### src/rtl/alu_mod_unit.sv
// Iterative unsigned modulo (A mod B) by repeated subtraction with a start/done handshake.
// Optional macro ALU_MOD_QUOTIENT_EN adds a registered quotient output.
module alu_mod_unit #(
    parameter int WIDTH = 32
) (
    input  logic             clk,
    input  logic             reset_n,
    input  logic             start,
    input  logic [WIDTH-1:0] a,
    input  logic [WIDTH-1:0] b,
    output logic             busy,
    output logic             done,
    output logic [WIDTH-1:0] result,
`ifdef ALU_MOD_QUOTIENT_EN
    output logic [WIDTH-1:0] quotient,
`endif
    output logic             div_zero
);

    typedef enum logic [1:0] {
        IDLE = 2'd0,
        SUB  = 2'd1,
        DONE = 2'd2
    } state_t;

    state_t           state_q, state_d;
    logic [WIDTH-1:0] r_q, r_d;
    logic [WIDTH-1:0] bq_q, bq_d;
    logic [WIDTH-1:0] result_q, result_d;
    logic             div_zero_q, div_zero_d;
    logic             busy_q, busy_d;
    logic             done_q, done_d;
`ifdef ALU_MOD_QUOTIENT_EN
    logic [WIDTH-1:0] cnt_q, cnt_d;
    logic [WIDTH-1:0] quotient_q, quotient_d;
`endif

    // Same add/subtract convention as the ALU slices; carry-out set means R >= Bq.
    logic [WIDTH:0] diff;
    logic           carry;

    assign diff  = {1'b0, r_q} + {1'b0, ~bq_q} + {{WIDTH{1'b0}}, 1'b1};
    assign carry = diff[WIDTH];

    always_comb begin
        state_d    = state_q;
        r_d        = r_q;
        bq_d       = bq_q;
        result_d   = result_q;
        div_zero_d = div_zero_q;
        busy_d     = busy_q;
        done_d     = 1'b0;
`ifdef ALU_MOD_QUOTIENT_EN
        cnt_d      = cnt_q;
        quotient_d = quotient_q;
`endif
        case (state_q)
            IDLE: begin
                busy_d = 1'b0;
                if (start) begin
                    r_d    = a;
                    bq_d   = b;
                    busy_d = 1'b1;
`ifdef ALU_MOD_QUOTIENT_EN
                    cnt_d  = '0;
`endif
                    if (b == '0) begin
                        result_d   = a;
                        div_zero_d = 1'b1;
                        done_d     = 1'b1;
                        state_d    = DONE;
`ifdef ALU_MOD_QUOTIENT_EN
                        quotient_d = '1;
`endif
                    end else begin
                        state_d = SUB;
                    end
                end
            end
            SUB: begin
                if (carry) begin
                    r_d = diff[WIDTH-1:0];
`ifdef ALU_MOD_QUOTIENT_EN
                    cnt_d = cnt_q + {{(WIDTH-1){1'b0}}, 1'b1};
`endif
                end else begin
                    result_d   = r_q;
                    div_zero_d = 1'b0;
                    done_d     = 1'b1;
                    state_d    = DONE;
`ifdef ALU_MOD_QUOTIENT_EN
                    quotient_d = cnt_q;
`endif
                end
            end
            DONE: begin
                busy_d  = 1'b0;
                state_d = IDLE;
            end
            default: begin
                busy_d  = 1'b0;
                state_d = IDLE;
            end
        endcase
    end

    always_ff @(posedge clk or negedge reset_n) begin
        if (!reset_n) begin
            state_q    <= IDLE;
            r_q        <= '0;
            bq_q       <= '0;
            result_q   <= '0;
            div_zero_q <= 1'b0;
            busy_q     <= 1'b0;
            done_q     <= 1'b0;
`ifdef ALU_MOD_QUOTIENT_EN
            cnt_q      <= '0;
            quotient_q <= '0;
`endif
        end else begin
            state_q    <= state_d;
            r_q        <= r_d;
            bq_q       <= bq_d;
            result_q   <= result_d;
            div_zero_q <= div_zero_d;
            busy_q     <= busy_d;
            done_q     <= done_d;
`ifdef ALU_MOD_QUOTIENT_EN
            cnt_q      <= cnt_d;
            quotient_q <= quotient_d;
`endif
        end
    end

    assign busy     = busy_q;
    assign done     = done_q;
    assign result   = result_q;
    assign div_zero = div_zero_q;
`ifdef ALU_MOD_QUOTIENT_EN
    assign quotient = quotient_q;
`endif

endmodule

### config.mk
export PLATFORM = sky130hd
export DESIGN_NAME = alu_mod_unit
export DESIGN_NICKNAME = d
export VERILOG_FILES = /design/src/rtl/alu_mod_unit.sv
export SDC_FILE = /design/constraint.sdc
export NUM_CORES = 1
export LEC_CHECK = 0
export CORE_ASPECT_RATIO = 1.25
export CORE_UTILIZATION = 50
export DETAILED_ROUTE_END_ITERATION = 6
export GPL_ROUTABILITY_DRIVEN = 0
export PLACE_DENSITY = 0.78
export SLEW_MARGIN = 25
export SYNTH_ARGS = -nofsm -noshare
export SYNTH_HDL_FRONTEND = slang
export SYNTH_SLANG_ARGS = --single-unit
### constraint.sdc
create_clock -name clk -period 8.2 [get_ports clk]
set_clock_uncertainty 0.1 [all_clocks]
set_input_delay 0.82 -clock clk [delete_from_list [all_inputs] [get_ports clk]]
set_output_delay 0.82 -clock clk [all_outputs]
set_load 0.1 [all_outputs]
# Word level (Yosys, flattened, before mapping)
# Cells that the tools add are included.
[totals]
input_bits = 67
register_bits = 101
[op_classes]
n_eq_ne = 5
bitwise_logic = 1
muxes = 21
add_sub_neg = 2
n_reduce_logical = 7
[op_table]
columns = ["operator", "n"]
rows = [
  ["$mux W32", 5],
  ["$pmux W32 S2", 2],
  ["$add A32 B32 Y33", 1],
  ["$add A33 B1 Y33 const B", 1],
  ["$logic_not A32 Y1", 1],
  ["$not A32 Y32", 1],
  ["$ne A2 B2 Y1 const B", 4],
  ["$mux W1", 7],
  ["$mux W2", 3],
  ["$pmux W1 S2", 3],
  ["$pmux W2 S2", 1],
  ["$reduce_and A2 Y1", 2],
  ["$reduce_and A4 Y1", 1],
  ["$reduce_and A3 Y1", 1],
  ["$eq A2 B1 Y1 const B", 1],
  ["$logic_not A2 Y1", 1],
  ["$reduce_bool A2 Y1", 1],
]

# Longest topological paths before layout
[logic_depth]
ltp_word = 5
mapped_depth = 13
depth_no_buf = 11

# Least setup slack after synthesis
# OpenSTA, ideal clock, no wires.
[synth_timing]
path_kind = "register to register"
startpoint = "register r_q[0]"
endpoint = "register result_q[14], in the netlist result[14]"
arrival_time_ps = 2433
setup_ps = 120
slack_ps = 5547
stages_incl_launch_ff = 13
required_ps = 7980
cell_sequence = "dfrtp_1 -> inv_1 -> ha_1 -> fa_1 -> nand2b_1 -> a21oi_1 -> o41ai_4 -> a21oi_1 -> o2111ai_1 -> a31oi_2 -> buf_2 -> a21oi_1 -> a21o_1"
[synth_between]
elab_chain_cells = 4
[synth_rtl]
columns = ["item", "line_no", "text"]
rows = [
  ["start: declaration", "27", "logic [WIDTH-1:0] r_q, r_d;"],
  ["start signal: assignment", "122", "r_q <= r_d;"],
  ["$add A32 B32 Y33", "42", "assign diff = {1'b0, r_q} + {1'b0, ~bq_q} + {{WIDTH{1'b0}}, 1'b1};"],
  ["$add A33 B1 Y33", "42", ""],
  ["$ne A2 B2 Y1 (no source line)", "-", ""],
  ["$reduce_and A4 Y1 (no source line)", "-", ""],
  ["end signal: assignment", "124", "result_q <= result_d;"],
  ["end: declaration", "29", "logic [WIDTH-1:0] result_q, result_d;"],
]
# Every way passes these cells.
# A chain may end at the register's enable or synchronous reset.

# Worst setup path after layout
[layout_timing]
startpoint = "register r_q[0]"
endpoint = "register result_q[26], in the netlist result[26]"
# Same word-level chain as after synthesis.

==> run summary <==
LOGIC SYNTHESIS
----------------------------------------------------------------------------------------------------
Fraction of registers with async set or reset after synthesis                                   100%
Number of register bits inferred by synthesis                                                    101
Parity-gate share of the synthesized area counting xor and xnor cells                          3.12%
Netlist cell types                                                                                63
Fraction of post-synthesis cell area in the top cell type by area                              41.0%
Yosys warning total                                                                                0
Largest cells by area after synthesis                                                   sky130_fd_sc_hd__dfrtp_1 (41%), sky130_fd_sc_hd__nand2_1 (7.3%), sky130_fd_sc_hd__ha_1 (6.5%)
Share of synthesized area spent on multiplexers                                                2.35%
Net count after synthesis                                                                        816
Mean instance size in the synthesized netlist                                              8.62 um^2
Largest family of logic cells by synthesized area                                       compound AO/OA/AOI/OAI gates
Netlist area before placement                                                           0.00617 mm^2
Gate Count Post-Synth                                                                            716
Synthesized-area fraction occupied by and/or/nand/nor cells                                    15.6%
Area share of fa/ha/maj cells after synthesis                                                  6.81%
Part of the Yosys area used for sequential elements                                            41.0%
Fraction of the mapped netlist area in compound gates                                          25.4%
Biggest area consumer among synthesized cells                                           sky130_fd_sc_hd__dfrtp_1
Number of enable flip-flop cells after synthesis                                                   0
Top FF cell, synth                                                                      sky130_fd_sc_hd__dfrtp_1

STA
----------------------------------------------------------------------------------------------------
Final count of hold timing violations                                                              0
Setup Total Neg Slack                                                                           0 ps
Rel. slew slack                                                                                34.5%
Pins Over Slew Limit                                                                               0
Actual transition at the worst max-transition pin                                             979 ps
Final Cycle Share                                                                              44.3%
Top achievable clock speed                                                                   275 MHz
Crit path time final                                                                         3630 ps
RSZ-0062 raised after global routing                                                              no
Final setup vio count                                                                              0

CTS
----------------------------------------------------------------------------------------------------
Number of buffers on the longest clock path                                                        2
Hold_buf cts                                                                                       0
Postcts setup bufs                                                                                 0
Latest clock arrival within the worst-skew pair                                               350 ps
CTS tree                                                                                       built
Resized Gates After CTS                                                                            0
Clock-pin slew reported for the worst setup and hold paths after clock tree synthesis          70 ps
Number of H-tree levels                                                                            3
Cts bufs inserted                                                                                  9
Clock Sink Count                                                                                 101
Root buf cell                                                                           sky130_fd_sc_hd__clkbuf_16

CRITICAL PATH
----------------------------------------------------------------------------------------------------
Crit-path most repeated cell                                                            sky130_fd_sc_hd__a21oi_1
Crit path max-delay cell type                                                           sky130_fd_sc_hd__a31oi_4
Largest fanout of any net on the critical path                                                    43
Startpoint type of the worst setup path                                                     register
Worst flop-to-flop path startpoint                                                            r_q[0]
Launch point of the critical path                                                             r_q[0]
Flop-to-flop setup slack                                                                     4570 ps
Endpoint of the worst setup timing path                                                   result[26]
Capture point of the worst reg-to-reg path                                                result[26]
Arrival time of the worst setup path                                                         3780 ps
Worst setup path class                                                                       reg2reg
Maximum single-stage delay on the critical path                                               580 ps
Worst EP required                                                                            8340 ps
Crit-path cells                                                                         inv_1 -> ha_1 -> fa_1 -> nand2b_1 -> a21oi_1 -> o41ai_4 -> a21oi_1 -> o2111ai_1 -> a31oi_4 -> buf_4 -> a21oi_1 -> a21o_1
Length in cells of the worst reg-to-reg path                                                      12
Nature of the critical path endpoint                                                        register

FINAL LAYOUT
----------------------------------------------------------------------------------------------------
Layout cells sized above 1                                                                     4.74%
Layout area overhead                                                                           22.0%
Antenna Cells                                                                                      0
Final-stage net count                                                                            898

ROUTE
----------------------------------------------------------------------------------------------------
Number of vias after detailed routing                                                           5497
Initial drt markers                                                                              312
Wire length per cell                                                                         15.6 um
Pre-antenna DRT Iters                                                                              5
Routed via count divided by cell count                                                          5.69
Overall routed net length                                                                    15.1 mm
Residual DRC                                                                                       0
Antenna Violating Nets Remaining                                                                   0

DIE
----------------------------------------------------------------------------------------------------
Floorplan die area                                                                       0.0128 mm^2
Starting density of the core                                                                   51.0%
Standard cell core area                                                                  0.0121 mm^2
Vertical extent of the die                                                                    126 um
Chip Width                                                                                    101 um
Top-Level Pins                                                                                   102
Cell Rows                                                                                         45

GRT
----------------------------------------------------------------------------------------------------
Maximum number of pins on one net before global-route repair                                      66
Antenna violations before repair                                                                   0
Vias in the first global route                                                                  5386
Total routing resource utilization after global routing                                        24.6%
Global-route wire length before repair                                                       24.8 mm
Global route overflow                                                                              0

STATUS
----------------------------------------------------------------------------------------------------
Run status                                                                              finished clean

PLACED DESIGN
----------------------------------------------------------------------------------------------------
Dpl hpwl                                                                                     10.9 mm
Number of buffers inserted by port buffering                                                     101

WORST HOLD PATH
----------------------------------------------------------------------------------------------------
Type of the worst min-delay path                                                            in2async

JOB
----------------------------------------------------------------------------------------------------
Max-capacitance violation count                                                                    0

layout make-up:
class	count	area, um^2
fillers	1025	4580
multi-input cells	534	3310
flip-flops and latches	101	2530
repair buffers	106	1050
clock buffers	9	225
well taps	164	205
inverters	46	173
clock inverters	6	40.0
metal layers:
metal,part of all wire (%),vias to the layer above,GRT usage [%]
met5,0,-,0
met4,2.6,0,9.97
met3,3.9,33,3.00
met2,50,131,43.5
met1,43,2649,30.1
li1,-,2684,-
per-stage QoR:
stage | setup slack [ps] | utilization [%] | hold WS (ps) | cell area, um^2 | std cells
after floorplan | 5550 | - | 384 | 6170 | 716
after global placement | 4680 | 60.0 | 364 | 7260 | 951
after detailed placement | 4600 | 60.0 | 369 | 7260 | 951
after CTS | 4560 | 62.2 | 373 | 7520 | 966
after global routing | 4210 | 62.2 | 395 | 7530 | 966
final | 4570 | 62.2 | 346 | 7530 | 966
how the worst min path moves through the flow:
stage	end	slack, ps	cells after the start
2_1_floorplan	bq_q[0]	380	1
3_3_place_gp	result[17]	360	1
3_5_place_dp	result[23]	370	1
4_1_cts	result[14]	370	1
5_1_grt	result[14]	400	1
6_report	result[14]	350	1
critical path: cells and delay by family, from the launching register on:
kind            cells  cell delay (ps)
fa+ha+maj           2              600
flops               1              350
buf+inv             2              570
compound gates      7             1690
simple gates        1              200
cells by family (layout without fill, tap and decap cells):
family / Yosys count / count (layout)
simple gates: 220 / 220
mux: 14 / 14
compound gates: 245 / 245
fa+ha+maj: 33 / 33
xor+xnor: 22 / 22
buf+inv: 81 / 167
flops: 101 / 101
cells in the final DEF (no fill, tap or decap), drive strengths merged, types with 6 or more instances in the layout:
cell type,instances
xor2,9
o211ai,9
nor4,8
mux2i,10
nand4,7
a21o,29
clkdlybuf4s50,100
buf,6
o21ai,71
a31oi,18
inv,47
dfrtp,101
nor2,46
a211oi,6
nor3,8
xnor2,13
nand2,120
a21oi,73
clkbuf,9
ha,32
and2,7
registers in the layout, indices dropped and copies added (netlist names):
| signal | cells |
|---|---|
| bq_q | 32 |
| result | 32 |
| done | 1 |
| div_zero | 1 |
| busy | 1 |
| r_q | 32 |
| state_q | 2 |
synth_stat cells, drive strengths merged (3+ instances only):
library cell  count
nor3              8
buf              15
nor4              8
and2              7
xnor2            13
nand2b            4
a41oi             3
nand2           120
a211oi            6
o21ai            71
mux2i            10
dfrtp           101
o2111ai           3
clkbuf           20
a31oi            18
o21bai            4
nand3             5
o211ai            9
o21a              5
xor2              9
a21oi            73
ha               32
mux2              4
a21o             29
nor2b             3
and3              5
nor2             46
nand4             7
inv              46
Power is left out: the tool's default activity adds up to more than one toggle a clock period on the data nets, which glitch-free logic cannot reach.
